`src/rtl/ddr3_cmd_scheduler.sv`:
```
// DDR3 command front-end: init wait + ZQ calibration, postponable periodic refresh,
// and round-robin arbitration of two requesters onto a closed-page ACT / CAS-with-AP path.
module ddr3_cmd_scheduler #(
   parameter int unsigned T_INIT  = 16,
   parameter int unsigned T_ZQ    = 8,
   parameter int unsigned T_REFI  = 780,
   parameter int unsigned T_RFC   = 10,
   parameter int unsigned T_RCD   = 3,
   parameter int unsigned T_RP_AP = 6
) (
   input  logic        CLK,
   input  logic        RESET_N,
   input  logic        REQ0,
   input  logic        REQ1,
   input  logic        RW0,
   input  logic        RW1,
   input  logic [14:0] ROW0,
   input  logic [14:0] ROW1,
   input  logic [9:0]  COL0,
   input  logic [9:0]  COL1,
   input  logic [2:0]  BA0,
   input  logic [2:0]  BA1,
   input  logic [15:0] WDATA0,
   input  logic [15:0] WDATA1,
   output logic        ACK0,
   output logic        ACK1,
   output logic        ZQCL,
   output logic        REF,
   output logic        ACT,
   output logic        WRITE_AP,
   output logic        READ_AP,
   output logic [14:0] Addr_Row,
   output logic [9:0]  Addr_Column,
   output logic [2:0]  BA_out,
   output logic        A_10,
   output logic        A_12,
   output logic [15:0] DQ_wr,
   output logic        INIT_DONE,
   output logic        BUSY,
   output logic [3:0]  REF_PENDING
);

   typedef enum logic [3:0] {
      INIT_WAIT, ZQ_ISSUE, ZQ_WAIT, IDLE, REF_ISSUE,
      REF_WAIT, ACT_ISSUE, RCD_WAIT, CAS_ISSUE, AP_WAIT
   } state_t;

   // Last-cycle values of the per-state dwell counter.
   localparam logic [15:0] INIT_LAST = 16'(T_INIT - 1);
   localparam logic [15:0] ZQ_LAST   = 16'(T_ZQ - 1);
   localparam logic [15:0] RFC_LAST  = 16'(T_RFC - 2);
   localparam logic [15:0] RCD_LAST  = 16'(T_RCD - 2);
   localparam logic [15:0] AP_LAST   = 16'(T_RP_AP - 1);
   localparam logic [15:0] REFI_LAST = 16'(T_REFI - 1);

   state_t      state, state_nxt;
   logic [15:0] state_cnt;
   logic [15:0] refi_cnt;
   logic        refi_tick;
   logic        ref_dec;
   logic        grant;
   logic        grant_port;
   logic        last_grant;
   logic        lat_port;
   logic        lat_rw;
   logic [14:0] lat_row;
   logic [9:0]  lat_col;
   logic [2:0]  lat_ba;
   logic [15:0] lat_wdata;

   // NOTE: sequential state uses non-blocking assignments so every register samples pre-edge values.
   always_ff @(posedge CLK or negedge RESET_N) begin
      if (!RESET_N) begin
         state     <= INIT_WAIT;
         state_cnt <= '0;
      end else begin
         state     <= state_nxt;
         state_cnt <= (state_nxt != state || state == IDLE) ? '0 : state_cnt + 16'd1;
      end
   end

   // NOTE: default assignment first so no path through the case leaves state_nxt unassigned (no latch).
   always_comb begin
      state_nxt = state;
      case (state)
         INIT_WAIT: if (state_cnt == INIT_LAST) state_nxt = ZQ_ISSUE;
         ZQ_ISSUE:  state_nxt = ZQ_WAIT;
         ZQ_WAIT:   if (state_cnt == ZQ_LAST) state_nxt = IDLE;
         IDLE: begin
            if (REF_PENDING != 4'd0)  state_nxt = REF_ISSUE;
            else if (REQ0 || REQ1)    state_nxt = ACT_ISSUE;
         end
         REF_ISSUE: state_nxt = REF_WAIT;
         REF_WAIT:  if (state_cnt == RFC_LAST) state_nxt = IDLE;
         ACT_ISSUE: state_nxt = RCD_WAIT;
         RCD_WAIT:  if (state_cnt == RCD_LAST) state_nxt = CAS_ISSUE;
         CAS_ISSUE: state_nxt = AP_WAIT;
         AP_WAIT:   if (state_cnt == AP_LAST) state_nxt = IDLE;
         default:   state_nxt = INIT_WAIT;
      endcase
   end

   // Tie goes to the port that did not win last time.
   assign grant      = (state == IDLE) && (REF_PENDING == 4'd0) && (REQ0 || REQ1);
   assign grant_port = (REQ0 && REQ1) ? ~last_grant : REQ1;

   // NOTE: the request latches are reset because they drive the address/data pins directly.
   always_ff @(posedge CLK or negedge RESET_N) begin
      if (!RESET_N) begin
         last_grant <= 1'b1;
         lat_port   <= 1'b0;
         lat_rw     <= 1'b0;
         lat_row    <= '0;
         lat_col    <= '0;
         lat_ba     <= '0;
         lat_wdata  <= '0;
      end else if (grant) begin
         last_grant <= grant_port;
         lat_port   <= grant_port;
         lat_rw     <= grant_port ? RW1    : RW0;
         lat_row    <= grant_port ? ROW1   : ROW0;
         lat_col    <= grant_port ? COL1   : COL0;
         lat_ba     <= grant_port ? BA1    : BA0;
         lat_wdata  <= grant_port ? WDATA1 : WDATA0;
      end
   end

   assign refi_tick = INIT_DONE && (refi_cnt == REFI_LAST);
   assign ref_dec   = (state == REF_ISSUE);

   always_ff @(posedge CLK or negedge RESET_N) begin
      if (!RESET_N) begin
         refi_cnt    <= '0;
         REF_PENDING <= '0;
      end else begin
         if (INIT_DONE) refi_cnt <= refi_tick ? '0 : refi_cnt + 16'd1;
         // Owed refreshes saturate at 8; a tick and an issue in one cycle cancel.
         case ({refi_tick, ref_dec})
            2'b10:   if (REF_PENDING != 4'd8) REF_PENDING <= REF_PENDING + 4'd1;
            2'b01:   REF_PENDING <= REF_PENDING - 4'd1;
            default: REF_PENDING <= REF_PENDING;
         endcase
      end
   end

   always_comb begin
      ZQCL      = 1'b0;
      REF       = 1'b0;
      ACT       = 1'b0;
      WRITE_AP  = 1'b0;
      READ_AP   = 1'b0;
      ACK0      = 1'b0;
      ACK1      = 1'b0;
      case (state)
         ZQ_ISSUE:  ZQCL = 1'b1;
         REF_ISSUE: REF  = 1'b1;
         ACT_ISSUE: ACT  = 1'b1;
         CAS_ISSUE: begin
            WRITE_AP = lat_rw;
            READ_AP  = !lat_rw;
            ACK0     = !lat_port;
            ACK1     = lat_port;
         end
         default: ;
      endcase
      INIT_DONE = !(state inside {INIT_WAIT, ZQ_ISSUE, ZQ_WAIT});
      BUSY      = (state != IDLE);
      DQ_wr     = (state == CAS_ISSUE && lat_rw) ? lat_wdata : '0;
   end

   assign Addr_Row    = lat_row;
   assign Addr_Column = lat_col;
   assign BA_out      = lat_ba;
   assign A_10        = 1'b1;
   assign A_12        = 1'b1;

endmodule

```
`config.mk`:
```
export PLATFORM = sky130hd
export DESIGN_NAME = ddr3_cmd_scheduler
export DESIGN_NICKNAME = d
export VERILOG_FILES = /design/src/rtl/ddr3_cmd_scheduler.sv
export SDC_FILE = /design/constraint.sdc
export NUM_CORES = 1
export LEC_CHECK = 0
export CELL_PAD_IN_SITES_DETAIL_PLACEMENT = 1
export CELL_PAD_IN_SITES_GLOBAL_PLACEMENT = 1
export CORE_ASPECT_RATIO = 1.75
export CORE_UTILIZATION = 32
export DETAILED_ROUTE_END_ITERATION = 6
export PLACE_DENSITY = 0.76
export SLEW_MARGIN = 40
export SYNTH_ARGS = -nofsm -noshare
export SYNTH_HDL_FRONTEND = slang
export SYNTH_SLANG_ARGS = --single-unit
```
`constraint.sdc`:
```
create_clock -name CLK -period 2.6 [get_ports CLK]
set_clock_uncertainty 0.2 [all_clocks]
set_input_delay 0.26 -clock CLK [delete_from_list [all_inputs] [get_ports CLK]]
set_output_delay 0.26 -clock CLK [all_outputs]
set_load 0.03 [all_outputs]
```
==> insert_results.sql, run 1 <==
INSERT INTO impl_metrics (metric_group, metric, value, unit) VALUES
('run_status', 'run_status', 'complete, no violations', ''),
('worst_setup_path', 'worst_path_cell_with_the_longest_stage_delay', 'sky130_fd_sc_hd__dfrtp_1', ''),
('power', 'cell_internal_power', '4.15', 'mW'),
('placed_design', 'placed_cell_area', '0.00666', 'mm^2'),
('yosys', 'cells_after_synthesis', '479', ''),
('timing', 'slew_headroom', '0.585', ''),
('yosys', 'netlist_area', '0.00473', 'mm^2'),
('route', 'route.detailed.vias_per_inst', '5.14', ''),
('die', 'rows', '58', ''),
('worst_setup_path', 'slowest_delay', '0.39', 'ns'),
('clock_network', 'clkSinkCount', '87', ''),
('layout', 'syn2layout_area_growth', '48.7', '%'),
('placed_design', 'placed_cells', '819', ''),
('power', 'netSwitchingFraction', '0.413', ''),
('yosys', 'synth_largest_area_cell', 'sky130_fd_sc_hd__dfrtp_1', ''),
('worst_setup_path', 'timing.critical_path.from_type', 'flop', ''),
('yosys', 'post_synth_xor_area_fraction', '0.0556', ''),
('worst_setup_path', 'worstRegToRegCells', '11', ''),
('die', 'floorplan.die.width', '93.9', 'um'),
('route', 'firstDrtPassIters', '4', ''),
('timing', 'hold_viol_final', '0', ''),
('global_routing', 'antenna_found_initial', '0', ''),
('global_routing', 'grt-ovfl-total', '0', ''),
('route', 'final_antenna_net_count', '0', ''),
('yosys', 'leading_post_synthesis_cells_by_cell_area', 'sky130_fd_sc_hd__dfrtp_1 (46%), sky130_fd_sc_hd__mux2i_1 (10%), sky130_fd_sc_hd__a21oi_1 (5.4%), sky130_fd_sc_hd__nor2_1 (4.8%), sky130_fd_sc_hd__xor2_1 (3.1%)', ''),
('power', 'netSwitchingPower', '2.93', 'mW'),
('global_routing', 'grt_pass1_vias', '4824', ''),
('timing', 'setup_viol', '0', ''),
('clock_network', 'cts-buffers-inserted', '9', ''),
('placed_design', 'detailed_place_hpwl', '11200', 'um'),
('worst_setup_path', 'arrival', '2.62', 'ns'),
('global_routing', 'grt_start_max_net_pins', '51', ''),
('timing', 'final_period_minus_worst_setup_slack', '2.60', 'ns'),
('route', 'vias', '4310', ''),
('die', 'initial_core_utilization', '0.329', ''),
('layout', 'finish.instance_area', '0.00703', 'mm^2'),
('yosys', 'average_size_of_a_mapped_cell', '9.87', 'um^2'),
('layout', 'antenna_cells', '0', ''),
('route', 'route.detailed.drc', '0', ''),
('worst_setup_path', 'path_max_fanout', '3', ''),
('power', 'p_leak', '3.10', 'nW'),
('power', 'power_per_cell_area', '1010', 'mW/mm^2'),
('worst_setup_path', 'crit_end_category', 'flop', ''),
('clock_network', 'cts.root.buffer_cell', 'sky130_fd_sc_hd__clkbuf_16', ''),
('timing', 'final-max-slew-violation-count', '0', ''),
('layout', 'layout-drive-gt1-share', '0.169', ''),
('power', 'vdd_ir_drop_max', '0.542', 'mV'),
('worst_setup_path', 'path_depth', '11', ''),
('worst_setup_path', 'timing.rr.start', 'refi_cnt[7]$_DFFE_PN0P_', ''),
('min_path', 'worst_hold_path_type', 'in2async', ''),
('yosys', 'netlist-cell-type-count', '55', ''),
('yosys', 'post-synth-top-area-fraction', '0.455', ''),
('worst_setup_path', 'worstSetupStartpoint', 'refi_cnt[7]$_DFFE_PN0P_', ''),
('layout', 'postLayoutCoreUtil', '0.489', ''),
('yosys', 'synthAdderAreaFrac', '0.0201', ''),
('clock_network', 'cts_htree_levels', '3', ''),
('clock_network', 'maximum_buffer_depth_of_the_clock_tree', '2', ''),
('die', 'core_area', '0.0144', 'mm^2'),
('die', 'ioPinCount', '153', ''),
('yosys', 'ys_seq_area_frac', '0.461', ''),
('yosys', 'postSynth.topFlopCell', 'sky130_fd_sc_hd__dfrtp_1', ''),
('yosys', 'synthSimpleGateAreaFrac', '0.219', ''),
('layout', 'final_net_count', '754', ''),
('yosys', 'ys_top_cells_by_count', 'sky130_fd_sc_hd__dfrtp_1 (86), sky130_fd_sc_hd__nor2_1 (61), sky130_fd_sc_hd__a21oi_1 (51), sky130_fd_sc_hd__mux2i_1 (47), sky130_fd_sc_hd__nand2_1 (22)', ''),
('timing', 'totalNegativeSetupSlack', '0', 'ns'),
('global_routing', 'grt_usage', '0.197', ''),
('yosys', 'synth_top_family_by_area', 'simple AND/OR/NAND/NOR gates', ''),
('timing', 'fin_crit_sh', '1.00', ''),
('yosys', 'yosys_warnings', '0', ''),
('layout', 'fin_cells', '838', ''),
('route', 'drt_iter0_markers', '91', '');
==> logic make-up after synthesis <==
group | Yosys count
xor gates and xnor gates | 30
muxes | 48
AOI/OAI and AO/OA | 80
DFF | 87
adders and majority gates | 7
other | 1
buffers and inverters | 38
and+or+nand+nor | 188
==> flip-flops by register name (all words and copies together), names as in the netlist <==
register / cells
Addr_Column: 10
BA_out: 3
state: 4
lat_port: 1
state_cnt: 16
last_grant: 1
Addr_Row: 15
REF_PENDING: 4
lat_wdata: 16
refi_cnt: 16
lat_rw: 1
==> repair_timing <==
| action | CTS | global route |
|---|---|---|
| gates resized for setup | 12 | 5 |
| hold buffers | 1 | 0 |
| hold endpoints to repair | 37 | 0 |
| setup endpoints to repair | 7 | 34 |
| pin swaps | 5 | 1 |
| buffers inserted | 0 | 2 |
==> per-stage QoR <==
stage               worst slack (ns)  hold slack, ns  power, mW
finish                      0.000109           0.237       7.08
global route                  -0.127           0.301       7.51
CTS                          -0.0335           0.258       7.14
detailed placement            -0.107          0.0871       5.77
global placement             -0.0640          0.0798       5.61
floorplan                    0.00431          -0.236       4.25
==> area by class of cell <==
type,instances,area (um^2)
clock buffers,10,229
clock inverters,6,70.1
fillers,1612,7340
inverters,9,36.3
multi-input cells,355,2450
flip-flops and latches,87,2180
well taps,180,225
repair buffers,191,1840
==> power groups by stage <==
stage          clock network [mW]  logic [mW]  registers [mW]
3_5_place_dp                    0        3.53            2.24
5_1_grt                      1.40        3.81            2.30
4_1_cts                      1.34        3.56            2.23
2_1_floorplan                   0        1.57            2.68
6_report                     1.32        3.53            2.23
3_3_place_gp                    0        3.41            2.21
==> worst paths after layout <==
| check | slack, ns | to |
|---|---|---|
| max in group asynchronous | 1.30 | refi_cnt[14]$_DFFE_PN0P_ |
| min in group CLK | 0.30 | refi_cnt[15]$_DFFE_PN0P_ |
| setup / recovery | 0.0001 | REF_PENDING[3]$_DFFE_PN0P_ |
| hold reg to reg | 0.30 | refi_cnt[15]$_DFFE_PN0P_ |
| setup reg to reg | 0.0001 | REF_PENDING[3]$_DFFE_PN0P_ |
| hold / removal | 0.24 | Addr_Column[1]$_DFFE_PN0P_ |
==> per-layer routing <==
metal / GRT usage / up-vias / share of wire
li1: - / 2041 / -
met1: 0.194 / 2147 / 0.35
met2: 0.391 / 100 / 0.59
met3: 0.0364 / 22 / 0.037
met4: 0.0762 / 0 / 0.022
met5: 0 / - / 0
==> placed cells by master (no fill, tap or decap), drive strengths merged, types with 3 or more instances in the layout <==
master / n
nor3b: 3
buf: 58
nor3: 17
nand3b: 3
ha: 6
o211ai: 4
and3: 21
nand4: 10
mux2i: 47
nand2b: 5
nor2: 61
a211oi: 3
xnor2: 13
dfrtp: 86
and2: 6
clkbuf: 10
inv: 10
dlygate4sd2: 6
a21oi: 51
xor2: 17
nand2: 22
or4: 4
o21ai: 8
nand3: 12
nor4: 13
clkdlybuf4s50: 125
o22ai: 3
Note: power is estimated with default switching activity, not from simulation.
==> run 2: changes to the inputs <==
--- a/config.mk
+++ b/config.mk
@@ -10,6 +10,7 @@
 export CORE_ASPECT_RATIO = 1.75
 export CORE_UTILIZATION = 32
 export DETAILED_ROUTE_END_ITERATION = 6
+export GPL_TIMING_DRIVEN = 0
 export PLACE_DENSITY = 0.76
 export SLEW_MARGIN = 40
 export SYNTH_ARGS = -nofsm -noshare
==> insert_results.sql, run 2 (synthesized netlist as in run 1, its figures left out) <==
INSERT INTO impl_metrics (metric_group, metric, value, unit) VALUES
('worst_setup_path', 'worstRegToRegCells', '11', ''),
('power', 'power.combinational.fraction', '0.500', ''),
('timing', 'final-max-slew-violation-count', '0', ''),
('worst_setup_path', 'path_buf_inv', '1', ''),
('power', 'seq_power_share', '0.314', ''),
('timing', 'slew_headroom', '0.510', ''),
('power', 'netSwitchingFraction', '0.420', ''),
('die', 'floorplan.die.width', '93.9', 'um'),
('layout', 'reg_top3', 'lat_wdata: 16 flops, refi_cnt: 16 flops, state_cnt: 16 flops', ''),
('layout', 'fin_cells', '840', ''),
('worst_setup_path', 'cp.required', '2.63', 'ns'),
('worst_setup_path', 'reg2reg_slack', '-0.004', 'ns'),
('clock_network', 'clkSinkCount', '87', ''),
('layout', 'syn2layout_area_growth', '48.4', '%'),
('worst_setup_path', 'crit_end_category', 'flop', ''),
('route', 'route.detailed.vias_per_inst', '5.22', ''),
('placed_design', 'placed_cells', '811', ''),
('placed_design', 'numPortBuffers', '150', ''),
('global_routing', 'gr-usage-met3', '0.0266', ''),
('clock_network', 'maximum_buffer_depth_of_the_clock_tree', '2', ''),
('worst_setup_path', 'slowest_delay', '0.42', 'ns'),
('worst_setup_path', 'critical_path.cell_chain', 'nor4_4 -> nand4_1 -> or2_4 -> nand2_4 -> inv_4 -> ha_4 -> a21o_1 -> a21oi_2 -> or3_1 -> o211ai_1 -> o21ai_1', ''),
('clock_network', 'cts_htree_levels', '3', ''),
('power', 'netSwitchingPower', '3.02', 'mW'),
('route', 'vias', '4382', ''),
('die', 'dieHeight', '163', 'um'),
('layout', 'mostFrequentLayoutCells', 'sky130_fd_sc_hd__clkdlybuf4s50_1 (126), sky130_fd_sc_hd__dfrtp_1 (82), sky130_fd_sc_hd__nor2_1 (61), sky130_fd_sc_hd__a21oi_1 (50), sky130_fd_sc_hd__mux2i_1 (47)', ''),
('worst_setup_path', 'critical-path-top-delay-family', 'simple AND/OR/NAND/NOR gates', ''),
('route', 'final_antenna_net_count', '0', ''),
('timing', 'setup_viol', '1', ''),
('layout', 'antenna_cells', '0', ''),
('global_routing', 'grt_first_pass_wirelength', '24300', 'um'),
('min_path', 'worst_hold_path_type', 'in2async', ''),
('route', 'postRouteWirelength', '15600', 'um'),
('placed_design', 'placed_cell_area', '0.00652', 'mm^2'),
('route', 'route.detailed.drc', '0', ''),
('power', 'power_per_cell_area', '1030', 'mW/mm^2'),
('timing', 'fin_crit_sh', '1.00', ''),
('worst_setup_path', 'path_max_fanout', '3', ''),
('die', 'die-area', '0.0153', 'mm^2'),
('worst_setup_path', 'path_depth', '11', ''),
('clock_network', 'cts_tree', 'built', ''),
('placed_design', 'gpl.final_weighted_congestion', '0.826', ''),
('layout', 'layout_commonest_cell', 'sky130_fd_sc_hd__clkdlybuf4s50_1', ''),
('global_routing', 'globalRouteMet1Util', '0.217', ''),
('clock_network', 'cts.root.buffer_cell', 'sky130_fd_sc_hd__clkbuf_16', ''),
('run_status', 'run_status', 'complete, but fails checks', ''),
('route', 'drt_iter0_markers', '154', ''),
('die', 'ioPinCount', '153', ''),
('placed_design', 'detailed_place_hpwl', '11800', 'um'),
('die', 'core_area', '0.0144', 'mm^2'),
('layout', 'final_net_count', '756', ''),
('clock_network', 'clock_latency_reported_for_the_late_side_of_the_worst_skew_pair', '0.35', 'ns'),
('worst_setup_path', 'worst_path_cell_with_the_longest_stage_delay', 'sky130_fd_sc_hd__dfrtp_2', ''),
('power', 'cell_internal_power', '4.18', 'mW'),
('power', 'p_leak', '3.10', 'nW'),
('worst_setup_path', 'arrival', '2.63', 'ns'),
('worst_setup_path', 'timing.critical_path.from_type', 'flop', ''),
('timing', 'maxClockFrequency', '384', 'MHz'),
('global_routing', 'grt-ovfl-total', '0', ''),
('global_routing', 'grt_pass1_vias', '4798', ''),
('layout', 'postLayoutCoreUtil', '0.488', ''),
('global_routing', 'grt.met2_usage', '0.401', ''),
('global_routing', 'grt_usage', '0.207', ''),
('clock_network', 'cts-buffers-inserted', '9', ''),
('global_routing', 'grt_start_max_net_pins', '51', ''),
('timing', 'hold_viol_final', '0', ''),
('die', 'rows', '58', ''),
('run_status', 'violations', 'negative setup slack', ''),
('timing', 'finalHoldWorstSlack', '0.187', 'ns'),
('run', 'drv_cap', '0', ''),
('layout', 'finish.instance_area', '0.00702', 'mm^2'),
('power', 'vdd_ir_drop_max', '0.535', 'mV'),
('timing', 'final_period_minus_worst_setup_slack', '2.60', 'ns'),
('placed_design', 'preCtsSetupSlack', '-0.756', 'ns'),
('timing', 'timing_worst_slew_pin_value', '0.735', 'ns'),
('route', 'firstDrtPassIters', '4', ''),
('timing', 'totalNegativeSetupSlack', '-0.00444', 'ns'),
('timing', 'postLayoutSetupSlackWorst', '-0.00444', 'ns'),
('clock_network', 'clk_pin_slew_worst_paths', '0.07', 'ns'),
('power', 'p_total', '7.20', 'mW'),
('worst_setup_path', 'crit_type', 'reg2reg', ''),
('global_routing', 'grt-busiest-layer', 'met2', ''),
('timing', 'rsz0062_at_grt', 'yes', ''),
('layout', 'layout-drive-gt1-share', '0.171', ''),
('route', 'wire_per_inst', '18.6', 'um'),
('power', 'power_frac_clock', '0.186', ''),
('global_routing', 'antenna_found_initial', '0', ''),
('die', 'initial_core_utilization', '0.329', '');
==> run 2: changes by cell type in the layout (fill, tap and decap cells not counted), moves of 4 or more <==
cell and delta:
sky130_fd_sc_hd__dfrtp_1 -4, sky130_fd_sc_hd__clkbuf_1 +7, sky130_fd_sc_hd__buf_4 -39, sky130_fd_sc_hd__clkdlybuf4s15_2 +4, sky130_fd_sc_hd__buf_12 -6, sky130_fd_sc_hd__buf_2 +24
sky130_fd_sc_hd__dfrtp_2 +4
==> run 2: power groups by stage <==
stage	Combinational [mW]	Sequential (mW)	Clock [mW]
after detailed placement	3.31	2.27	0
after floorplan	1.57	2.68	0
after global routing	3.86	2.33	1.42
final	3.60	2.26	1.34
after global placement	3.19	2.22	0
after CTS	3.46	2.26	1.37
==> run 2: cell type report <==
cell class,instances,area (um^2)
repair buffers,164,1590
flip-flops and latches,87,2180
plain buffers,29,174
fillers,1633,7350
multi-input cells,355,2500
inverters,9,38.8
clock inverters,7,80.1
clock buffers,9,225
well taps,180,225
==> run 2: final timing paths <==
check / from / endpoint
worst max-delay path: refi_cnt[4]$_DFFE_PN0P_ / REF_PENDING[3]$_DFFE_PN0P_
worst min-delay path: RESET_N / Addr_Column[0]$_DFFE_PN0P_
max in group asynchronous: RESET_N / refi_cnt[4]$_DFFE_PN0P_
worst max register to register: refi_cnt[4]$_DFFE_PN0P_ / REF_PENDING[3]$_DFFE_PN0P_
min in group CLK: refi_cnt[15]$_DFFE_PN0P_ / refi_cnt[15]$_DFFE_PN0P_
worst min register to register: refi_cnt[15]$_DFFE_PN0P_ / refi_cnt[15]$_DFFE_PN0P_
==> run 2: per-layer routing <==
layer	vias up	share of wire
met4	0	0.028
li1	2045	-
met1	2197	0.36
met3	30	0.030
met2	110	0.58
met5	-	0
==> run 2: worst reg2reg max path, cell delays in order (launching register included) <==
cell and delay (ns):
sky130_fd_sc_hd__dfrtp_2 0.42, sky130_fd_sc_hd__nor4_4 0.29, sky130_fd_sc_hd__nand4_1 0.17, sky130_fd_sc_hd__or2_4 0.28, sky130_fd_sc_hd__nand2_4 0.07, sky130_fd_sc_hd__inv_4 0.04, sky130_fd_sc_hd__ha_4 0.25, sky130_fd_sc_hd__a21o_1 0.12
sky130_fd_sc_hd__a21oi_2 0.07, sky130_fd_sc_hd__or3_1 0.32, sky130_fd_sc_hd__o211ai_1 0.18, sky130_fd_sc_hd__o21ai_1 0.08
==> run 2: what timing repair did <==
item                                   CTS  global route
endpoints found under the hold margin   60             0
gates cloned                             0             1
resized for setup                      104            14
hold buffers                             1             0
buffers inserted                         9             2
pin swaps                                9             6
setup endpoints to repair               34            68
